===== src/rtl/alu_mul_seq.sv =====
// Multi-cycle shift-add multiplier that borrows the shared datapath ALU to form {hi, lo}.
// Define MUL_SIGNED_EN to add the ABS/NEG states for signed (MULT) operation.
module alu_mul_seq #(
    parameter int         WIDTH   = 32,
    parameter logic [2:0] ALU_ADD = 3'b010,
    parameter logic [2:0] ALU_SUB = 3'b110
) (
    input  logic             clk,
    input  logic             reset_n,
    input  logic             start,
    input  logic             is_signed,
    input  logic [WIDTH-1:0] op_a,
    input  logic [WIDTH-1:0] op_b,
    output logic             ready,
    output logic             busy,
    output logic             done,
    output logic [WIDTH-1:0] hi,
    output logic [WIDTH-1:0] lo,
    output logic             alu_req,
    output logic [WIDTH-1:0] alu_a,
    output logic [WIDTH-1:0] alu_b,
    output logic [2:0]       alu_control,
    input  logic [WIDTH-1:0] alu_out,
    input  logic             c_out
);

    localparam int            CW        = $clog2(WIDTH);
    localparam logic [CW-1:0] LAST_STEP = CW'(WIDTH - 1);

    localparam logic [2:0] S_IDLE   = 3'd0;
    localparam logic [2:0] S_RUN    = 3'd1;
    localparam logic [2:0] S_DONE   = 3'd2;
`ifdef MUL_SIGNED_EN
    localparam logic [2:0] S_ABS_A  = 3'd3;
    localparam logic [2:0] S_ABS_B  = 3'd4;
    localparam logic [2:0] S_NEG_LO = 3'd5;
    localparam logic [2:0] S_NEG_HI = 3'd6;
`endif

    logic [2:0]       state_q, state_d;
    logic [WIDTH-1:0] hi_q, hi_d;
    logic [WIDTH-1:0] lo_q, lo_d;
    logic [WIDTH-1:0] mcand_q, mcand_d;
    logic [CW-1:0]    count_q, count_d;
    logic             neg_q, neg_d;
    logic             carry_q, carry_d;
    logic             sgn_q, sgn_d;
    logic             signed_req_s;

`ifdef MUL_SIGNED_EN
    assign signed_req_s = is_signed;
`else
    logic unused_signed_s;
    assign signed_req_s    = 1'b0;
    assign unused_signed_s = ^{is_signed, neg_q, carry_q, sgn_q};
`endif

    // State and datapath registers with synchronous active-low reset
    always_ff @(posedge clk) begin
        if (!reset_n) begin
            state_q <= S_IDLE;
            hi_q    <= {WIDTH{1'b0}};
            lo_q    <= {WIDTH{1'b0}};
            mcand_q <= {WIDTH{1'b0}};
            count_q <= {CW{1'b0}};
            neg_q   <= 1'b0;
            carry_q <= 1'b0;
            sgn_q   <= 1'b0;
        end else begin
            state_q <= state_d;
            hi_q    <= hi_d;
            lo_q    <= lo_d;
            mcand_q <= mcand_d;
            count_q <= count_d;
            neg_q   <= neg_d;
            carry_q <= carry_d;
            sgn_q   <= sgn_d;
        end
    end

    // Next-state sequencing
    always_comb begin
        state_d = state_q;
        case (state_q)
            S_IDLE: begin
                if (start) begin
`ifdef MUL_SIGNED_EN
                    state_d = signed_req_s ? S_ABS_A : S_RUN;
`else
                    state_d = S_RUN;
`endif
                end else begin
                    state_d = S_IDLE;
                end
            end
            S_RUN: begin
                if (count_q == LAST_STEP) begin
`ifdef MUL_SIGNED_EN
                    state_d = sgn_q ? S_NEG_LO : S_DONE;
`else
                    state_d = S_DONE;
`endif
                end else begin
                    state_d = S_RUN;
                end
            end
            S_DONE:   state_d = S_IDLE;
`ifdef MUL_SIGNED_EN
            S_ABS_A:  state_d = S_ABS_B;
            S_ABS_B:  state_d = S_RUN;
            S_NEG_LO: state_d = S_NEG_HI;
            S_NEG_HI: state_d = S_DONE;
`endif
            default:  state_d = S_IDLE;
        endcase
    end

    // Datapath register updates; each state consumes the ALU result it requested
    always_comb begin
        hi_d    = hi_q;
        lo_d    = lo_q;
        mcand_d = mcand_q;
        count_d = count_q;
        neg_d   = neg_q;
        carry_d = carry_q;
        sgn_d   = sgn_q;
        case (state_q)
            S_IDLE: begin
                if (start) begin
                    mcand_d = op_a;
                    hi_d    = {WIDTH{1'b0}};
                    lo_d    = op_b;
                    count_d = {CW{1'b0}};
                    neg_d   = signed_req_s & (op_a[WIDTH-1] ^ op_b[WIDTH-1]);
                    sgn_d   = signed_req_s;
                end else begin
                    mcand_d = mcand_q;
                end
            end
            S_RUN: begin
                // Shift the 65-bit {carry, sum, lo} right by one
                hi_d    = {c_out, alu_out[WIDTH-1:1]};
                lo_d    = {alu_out[0], lo_q[WIDTH-1:1]};
                count_d = count_q + CW'(1);
            end
`ifdef MUL_SIGNED_EN
            S_ABS_A: begin
                if (mcand_q[WIDTH-1]) mcand_d = alu_out;
                else                  mcand_d = mcand_q;
            end
            S_ABS_B: begin
                if (lo_q[WIDTH-1]) lo_d = alu_out;
                else               lo_d = lo_q;
            end
            S_NEG_LO: begin
                if (neg_q) begin
                    lo_d    = alu_out;
                    carry_d = c_out;
                end else begin
                    lo_d    = lo_q;
                    carry_d = carry_q;
                end
            end
            S_NEG_HI: begin
                if (neg_q) hi_d = alu_out;
                else       hi_d = hi_q;
            end
`endif
            default: begin
                hi_d = hi_q;
            end
        endcase
    end

    // Status flags and ALU drive, decoded from registers only
    always_comb begin
        ready       = (state_q == S_IDLE);
        done        = (state_q == S_DONE);
        busy        = (state_q != S_IDLE) && (state_q != S_DONE);
        alu_req     = busy;
        alu_a       = {WIDTH{1'b0}};
        alu_b       = {WIDTH{1'b0}};
        alu_control = 3'b000;
        case (state_q)
            S_RUN: begin
                alu_a       = hi_q;
                alu_b       = lo_q[0] ? mcand_q : {WIDTH{1'b0}};
                alu_control = ALU_ADD;
            end
`ifdef MUL_SIGNED_EN
            S_ABS_A: begin
                alu_b       = mcand_q;
                alu_control = ALU_SUB;
            end
            S_ABS_B: begin
                alu_b       = lo_q;
                alu_control = ALU_SUB;
            end
            S_NEG_LO: begin
                alu_b       = lo_q;
                alu_control = ALU_SUB;
            end
            S_NEG_HI: begin
                alu_a       = ~hi_q;
                alu_b       = {{(WIDTH-1){1'b0}}, carry_q};
                alu_control = ALU_ADD;
            end
`endif
            default: begin
                alu_control = 3'b000;
            end
        endcase
    end

    assign hi = hi_q;
    assign lo = lo_q;

endmodule


===== config.mk =====
export PLATFORM = sky130hd
export DESIGN_NAME = alu_mul_seq
export DESIGN_NICKNAME = d
export VERILOG_FILES = /design/src/rtl/alu_mul_seq.sv
export SDC_FILE = /design/constraint.sdc
export NUM_CORES = 1
export LEC_CHECK = 0
export CAP_MARGIN = 0
export CORE_AREA = 10 10 118 120
export DETAILED_ROUTE_END_ITERATION = 16
export DIE_AREA = 0 0 128 130
export GPL_TIMING_DRIVEN = 0
export PLACE_DENSITY_LB_ADDON = 0.2
export SYNTH_ARGS = -nofsm -noshare
export SYNTH_HDL_FRONTEND = slang
export SYNTH_SLANG_ARGS = --single-unit

===== constraint.sdc =====
create_clock -name clk -period 1.8 [get_ports clk]
set_input_delay 0.18 -clock clk [delete_from_list [all_inputs] [get_ports clk]]
set_output_delay 0.18 -clock clk [all_outputs]
set_load 0.005 [all_outputs]

==> flow_metrics.env, run 1 <==
export IMPL_status="finished clean"
export IMPL_die_h_microns=130
export IMPL_max_freq_mhz=570
export IMPL_p_sw_share_pct=26.2
export IMPL_cts_hold_fix_buffers=0
export IMPL_cp_slowest_cell="dfxtp_4"
export IMPL_synth_warnings=0
export IMPL_tightest_slew_ns=0.568
export IMPL_fp_coreArea_sq_um=11700
export IMPL_drive_above_1_share_pct=17.4
export IMPL_min_period_over_period_pct=97.5
export IMPL_first_pass_iters=5
export IMPL_grt_pass1_vias=5034
export IMPL_clk_path_buf_depth=2
export IMPL_synth_cells=575
export IMPL_dieArea_sq_um=16600
export IMPL_powerDensity_nw_per_um2=757
export IMPL_route_detailed_drc=0
export IMPL_cts_root_buf="clkbuf_16"
export IMPL_slew_headroom_pct=62.1
export IMPL_grtUsageTotal_pct=19.5
export IMPL_p_clk_share_pct=33.0
export IMPL_dpl_hpwl_mm=13.1
export IMPL_syn_to_final_growth_pct=66.6
export IMPL_ys_seq_area_share_pct=46.9
export IMPL_p_sw_mw=1.45
export IMPL_vias_per_cell=5.06
export IMPL_maxCapViolCount=0
export IMPL_drt_total_wl_mm=17.1
export IMPL_hold_path_class="primary input to register"
export IMPL_rsz0062_at_grt="no"
export IMPL_wire_per_inst_microns=17.3
export IMPL_crit_arrival_ns=1.58
export IMPL_setup_tns_ns=0
export IMPL_fin_crit_ns=1.76
export IMPL_avgSynthCellArea_sq_um=7.65
export IMPL_synth_fa_ha_area_share_pct=0.569
export IMPL_synth_compound_area_share_pct=16.8
export IMPL_fillCellCount=1081
export IMPL_grt_antenna_before_repair=0
export IMPL_slowest_delay_ns=0.34
export IMPL_pre_cts_slack_ns=-0.335
export IMPL_setup_viol=0
export IMPL_p_leak_nw=3.16
export IMPL_io_pins=236
export IMPL_grt_pass1_wl_mm=26.2
export IMPL_vdd_drop_max_uv=486
export IMPL_synth_seq_cells=103
export IMPL_timing_final_ws_setup_ns=0.0450
export IMPL_placementRows=40
export IMPL_htreeDepth=3
export IMPL_initial_core_util_pct=37.6
export IMPL_synthMuxAreaShare_pct=0
export IMPL_diodes=0
export IMPL_vias=5003
export IMPL_grt_overflow=0
export IMPL_hold_viol=0
export IMPL_yosys_cell_types_count=27
export IMPL_detail_route_antenna_nets=0
export IMPL_skew_ns=0.00398
export IMPL_clkLatencyLatePin_ns=0.34
export IMPL_io_buffers=232
export IMPL_cp_start_kind="register"
export IMPL_p_seq_share_pct=45.8
export IMPL_synthSimpleGateAreaFrac_pct=28.7
export IMPL_required_ns=1.62
export IMPL_cts_tree="done"
export IMPL_drtIter0Drc=270
export IMPL_path_clk_slew_ns=0.07
export IMPL_synth_xor_area_share_pct=0
export IMPL_grt_max_degree=16
export IMPL_gp_congestion=0.871
export IMPL_synth_top_family_by_area="simple AND/OR/NAND/NOR gates"
export IMPL_slew_violations=0
export IMPL_cp_max_fo=6
export IMPL_p_comb_share_pct=21.2
export IMPL_syn_area_sq_um=4400
export IMPL_cts_buffers=9
export IMPL_fp_dieW_microns=128
export IMPL_cts_num_sinks=103
export IMPL_p_int_mw=4.09
export IMPL_end_kind="output port"
export IMPL_finalNetCount=940
export IMPL_crit_type="register to output port"
export IMPL_crit_chain="nand2b_4 > clkinv_8 > buf_12 > buf_8 > buf_6 > and2_1 > buf_2"
-- Yosys cell counts --
master | number | area, sq um
nand2b_1 | 2 | 12.5
inv_2 | 1 | 3.75
o21ba_2 | 1 | 10.0
o21ai_0 | 32 | 160
dfxtp_1 | 103 | 2060
buf_4 | 9 | 67.6
nor2b_1 | 1 | 6.26
o21a_1 | 1 | 7.51
ha_1 | 2 | 25.0
clkbuf_1 | 27 | 101
a211oi_1 | 1 | 7.51
o211a_1 | 1 | 10.0
conb_1 | 1 | 3.75
clkinv_2 | 1 | 5.00
or3b_1 | 1 | 8.76
nand3_1 | 36 | 180
buf_2 | 17 | 85.1
or3_1 | 1 | 6.26
nor3_1 | 1 | 5.00
nand2_1 | 162 | 608
a31oi_1 | 33 | 206
and3_1 | 34 | 213
nor3b_2 | 1 | 12.5
nor2_1 | 3 | 11.3
a21oi_1 | 67 | 335
and2_1 | 32 | 200
buf_6 | 4 | 45.0
-- sequential cells by signal (all words and copies together), names as in the netlist --
name,cells
count_q,5
hi,32
lo,32
state_q,2
mcand_q,32
-- worst max-delay path: cells and delay by family (launching register included) --
kind | cells | cell delay (ns)
and+or+nand+nor | 2 | 0.30
buffers and inverters | 5 | 0.59
DFF | 1 | 0.34
-- metrics by stage --
stage	power, mW	util [%]	hold WS (ns)	cell area (sq um)	instances
after CTS	5.62	63.2	0.366	7400	991
after global routing	5.80	62.6	0.369	7330	988
final	5.55	62.6	0.376	7330	988
after floorplan	3.02	-	0.316	4400	576
after global placement	3.64	59.0	0.437	6910	955
after detailed placement	3.67	59.0	0.443	6910	955
-- final timing paths --
kind	start	endpoint	slack (ns)	cells past startpoint
max	state_q[1]	alu_a[8]	0.04	7
min	op_a[15]	mcand_q[15]	0.38	3
max reg2reg	state_q[0]	mcand_q[19]	0.19	7
min reg2reg	mcand_q[24]	mcand_q[24]	0.45	2
-- per-layer routing --
layer	wire length (microns)	vias up	part of all wire, %	track usage, %
met1	6570	2352	38	20.3
met3	1710	15	10	8.07
met5	0	-	0	0
met2	8670	178	51	35.1
li1	-	2458	-	-
met4	190	0	1.1	5.76
-- power by group through the flow --
stage          registers [mW]  clock network (mW)  logic (mW)
3_3_place_gp             2.58                   0        1.06
5_1_grt                  2.56                1.96        1.28
6_report                 2.54                1.83        1.17
2_1_floorplan            2.57                   0       0.443
3_5_place_dp             2.59                   0        1.08
4_1_cts                  2.54                1.88        1.20
-- what timing repair did --
action	CTS	global route
gates resized for setup	288	9
endpoints found under the setup margin	65	44
buffers inserted	19	1
pin swaps	6	0
cloned	2	0
-- layout make-up --
class,instances,area (sq um),share of cell area (%)
Buffer,55,363,4.95
Clock buffer,12,256,3.50
Clock inverter,3,18.8,0.256
Inverter,2,20.0,0.273
Multi-Input combinational cell,414,2090,28.5
Sequential cell,103,2070,28.3
Tap cell,147,184,2.51
Timing Repair Buffer,252,2330,31.7
-- cell usage in the layout (no fill, tap or decap), drive strengths merged --
master / synthesis / final
conb: 1 / 2
and3: 34 / 34
nor3: 1 / 1
nand2: 162 / 162
clkdlybuf4s15: 0 / 3
a21oi: 67 / 67
or3b: 1 / 1
clkbuf: 27 / 46
nor3b: 1 / 1
and2: 32 / 32
dlygate4sd2: 0 / 10
o21a: 1 / 1
nor2b: 1 / 1
or3: 1 / 1
dfxtp: 103 / 103
a211oi: 1 / 1
clkinv: 1 / 4
clkdlybuf4s50: 0 / 166
nand3: 36 / 36
dlymetal6s2s: 0 / 1
a31oi: 33 / 33
o21ai: 32 / 32
inv: 1 / 1
nor2: 3 / 3
buf: 30 / 93
o211a: 1 / 1
o21ba: 1 / 1
ha: 2 / 2
nand2b: 2 / 2
-- cell families after synthesis --
| kind of cell | count (synthesis) |
|---|---|
| adders and majority gates | 2 |
| other | 1 |
| and+or+nand+nor | 274 |
| DFF | 103 |
| buffers and inverters | 59 |
| AOI/OAI and AO/OA | 136 |
No activity file was read; power rests on OpenSTA's default activity.
==> run 2, diff against run 1 <==
--- a/config.mk
+++ b/config.mk
@@ -10,6 +10,7 @@
 export DETAILED_ROUTE_END_ITERATION = 16
 export DIE_AREA = 0 0 128 130
 export GPL_TIMING_DRIVEN = 0
+export HOLD_SLACK_MARGIN = 0.15
 export PLACE_DENSITY_LB_ADDON = 0.2
 export SYNTH_ARGS = -nofsm -noshare
 export SYNTH_HDL_FRONTEND = slang
==> results of run 2 <==
Same layout as run 1: the final DEF is identical, and so are final timing and power.
==> run 3, diff against run 2 <==
--- a/config.mk
+++ b/config.mk
@@ -5,10 +5,12 @@
 export SDC_FILE = /design/constraint.sdc
 export NUM_CORES = 1
 export LEC_CHECK = 0
+export ABC_AREA = 1
+export ABC_CLOCK_PERIOD_IN_PS = 1800
 export CAP_MARGIN = 0
-export CORE_AREA = 10 10 118 120
+export CORE_AREA = 10 10 119 121
 export DETAILED_ROUTE_END_ITERATION = 16
-export DIE_AREA = 0 0 128 130
+export DIE_AREA = 0 0 129 131
 export GPL_TIMING_DRIVEN = 0
 export HOLD_SLACK_MARGIN = 0.15
 export PLACE_DENSITY_LB_ADDON = 0.2
==> run 3 against run 2 <==
Cell count up 12%. Setup slack improved by 0.019 ns. Register-to-register slack better by 0.26 ns. Largest power group unchanged.
==> flow_metrics.env, run 3 <==
export IMPL_final_common_cell="nand2_1"
export IMPL_vdd_drop_max_uv=417
export IMPL_grtUsageTotal_pct=18.4
export IMPL_hold_viol=0
export IMPL_initial_core_util_pct=39.0
export IMPL_fp_coreArea_sq_um=11800
export IMPL_synth_common_cells="198 x nand2_1, 193 x nor2_1, 103 x dfxtp_1, 64 x o21ai_0"
export IMPL_fin_area_sq_um=7440
export IMPL_grt_antenna_before_repair=0
export IMPL_drt_total_wl_mm=16.0
export IMPL_synth_warnings=0
export IMPL_mostFrequentLayoutCells="198 x nand2_1, 191 x nor2_1, 168 x clkdlybuf4s50_1, 101 x dfxtp_1, 64 x o21ai_0"
export IMPL_cp_start_kind="register"
export IMPL_crit_arrival_ns=1.56
export IMPL_cts_hold_fix_buffers=0
export IMPL_grt_pass1_wl_mm=25.0
export IMPL_placed_cell_area_sq_um=7120
export IMPL_cts_root_buf="clkbuf_16"
export IMPL_yosys_top_cells_area="dfxtp_1 45%, nand2_1 16%, nor2_1 16%, o21ai_0 7.0%, a21oi_1 4.1%"
export IMPL_powerDensity_nw_per_um2=761
export IMPL_die_h_microns=131
export IMPL_route_detailed_drc=0
export IMPL_synth_seq_cells=103
export IMPL_synthSimpleGateAreaFrac_pct=33.0
export IMPL_crit_type="register to output port"
export IMPL_tightest_slew_ns=0.522
export IMPL_endpoint="alu_control[1]"
export IMPL_cts_tree="done"
export IMPL_slew_violations=0
export IMPL_drive_above_1_share_pct=7.23
export IMPL_synthArstFlopShare_pct=0
export IMPL_hold_path_class="primary input to register"
export IMPL_fin_crit_ns=1.74
export IMPL_vias=4969
export IMPL_cts_num_sinks=103
export IMPL_yosys_cell_types_count=23
export IMPL_io_pins=236
export IMPL_synth_cells=705
export IMPL_fillCellCount=1146
export IMPL_clkLatencyLatePin_ns=0.35
export IMPL_drtIter0Drc=270
export IMPL_grt_overflow=0
export IMPL_placementRows=40
export IMPL_slew_headroom_pct=65.2
export IMPL_ys_flop_type="dfxtp_1"
export IMPL_setup_viol=0
export IMPL_htreeDepth=3
export IMPL_synth_xor_area_share_pct=0
export IMPL_reg2reg_from="state_q[1]"
export IMPL_synth_area_leader_cell="dfxtp_1"
export IMPL_yosysMostFrequentCell="nand2_1"
export IMPL_syn_to_final_growth_pct=61.5
export IMPL_grt_pass1_vias=4805
export IMPL_wire_per_inst_microns=14.5
export IMPL_dieArea_sq_um=16900
export IMPL_power_mw=5.66
export IMPL_avgSynthCellArea_sq_um=6.53
export IMPL_p_leak_nw=3.26
export IMPL_cp_max_fo=16
export IMPL_maxCapViolCount=0
export IMPL_holdCritStartpoint="alu_out[18]"
export IMPL_fp_dieW_microns=129
export IMPL_path_clk_slew_ns=0.07
export IMPL_r2r_end="lo[3]"
export IMPL_cp_startpoint="state_q[1]"
export IMPL_end_kind="output port"
export IMPL_io_buffers=232
export IMPL_yosysTopAreaCellShare_pct=44.8
export IMPL_required_ns=1.62
export IMPL_dpl_hpwl_mm=12.3
export IMPL_grt_max_degree=20
export IMPL_cts_buffers=9
export IMPL_synthMuxAreaShare_pct=0
export IMPL_worst_r2r_cell_count=6
export IMPL_synth_top_family_by_area="simple AND/OR/NAND/NOR gates"
export IMPL_ys_seq_area_share_pct=44.8
export IMPL_clk_path_buf_depth=2
export IMPL_gp_congestion=0.800
export IMPL_diodes=0
export IMPL_syn_area_sq_um=4610
export IMPL_reg2reg_slack_ns=0.45
export IMPL_finalNetCount=1053
export IMPL_vias_per_cell=4.51
export IMPL_status="finished clean"
export IMPL_min_period_over_period_pct=96.5
export IMPL_synth_edf_count=0
export IMPL_first_pass_iters=4
export IMPL_skew_ns=0.00425
export IMPL_max_freq_mhz=576
export IMPL_detail_route_antenna_nets=0
export IMPL_rsz0062_at_grt="no"
export IMPL_synth_fa_ha_area_share_pct=0.543
export IMPL_synth_compound_area_share_pct=11.9
run 3: cell types whose count changed in the layout (fill, tap and decap cells not counted), moves of 33 or more:
| cell | previous run | this run |
|---|---|---|
| buf_2 | 46 | 8 |
| inv_1 | 0 | 37 |
| nand2_1 | 162 | 198 |
| nand3_1 | 36 | 2 |
| nor2_1 | 3 | 191 |
| a31oi_1 | 33 | 0 |
| dlygate4sd2_1 | 10 | 60 |
run 3: worst min path at each step:
stage,to,slack (ns),cells after the start
after floorplan,hi[3],0.33,2
after global placement,count_q[4],0.45,2
after detailed placement,count_q[4],0.46,2
after CTS,hi[5],0.38,3
after global routing,hi[14],0.39,3
final,hi[17],0.39,3
run 3: logic make-up (layout without fill, tap and decap cells):
family / count (synthesis) / count (layout)
compound gates: 107 / 107
fa+ha+maj: 2 / 2
buf+inv: 93 / 342
flops: 103 / 103
other cells: 1 / 2
simple gates: 399 / 399
run 3: worst max-delay path: stages, from the launching register on:
cell and delay (ns):
dfxtp_1 0.33, inv_2 0.10, nand2_8 0.09, clkinv_4 0.15, clkdlybuf4s50_1 0.53
run 3: final cells by class:
type	count	area [sq um]	share of cell area, %
buffer	48	342	4.59
clock buffer	14	284	3.82
clock inverter	2	12.5	0.168
inverter	42	163	2.19
multi-input combinational	510	2110	28.4
sequential	103	2070	27.8
tap	147	184	2.47
timing repair buffer	236	2280	30.6
run 3: per-layer routing:
layer | track usage (%) | routed length (microns)
met5 | 0 | 0
met4 | 6.29 | 225
met3 | 7.53 | 1580
met2 | 30.0 | 7430
met1 | 21.5 | 6740
run 3: metrics by stage:
stage	std cells	worst slack (ns)	utilization, %	hold slack [ns]	setup TNS, ns
2_1_floorplan	706	0.607	-	0.327	0
3_3_place_gp	1085	-0.178	60.2	0.454	-6.35
3_5_place_dp	1085	-0.174	60.2	0.461	-6.61
4_1_cts	1102	0.0404	62.9	0.375	0
5_1_grt	1102	0.00305	63.0	0.386	0
6_report	1102	0.0635	63.0	0.385	0
run 3: power breakdown:
| group | switching [mW] | internal, mW |
|---|---|---|
| Combinational | 0.536 | 0.637 |
| Sequential | 0.118 | 2.45 |
| Clock | 0.838 | 1.09 |
| Total | 1.49 | 4.17 |
run 3: what timing repair did:
item / in CTS / in global routing
pin swaps: 1 / 0
gates resized for setup: 92 / 5
endpoints found under the setup margin: 66 / 4
cloned: 0 / 0
buffers inserted: 4 / 0
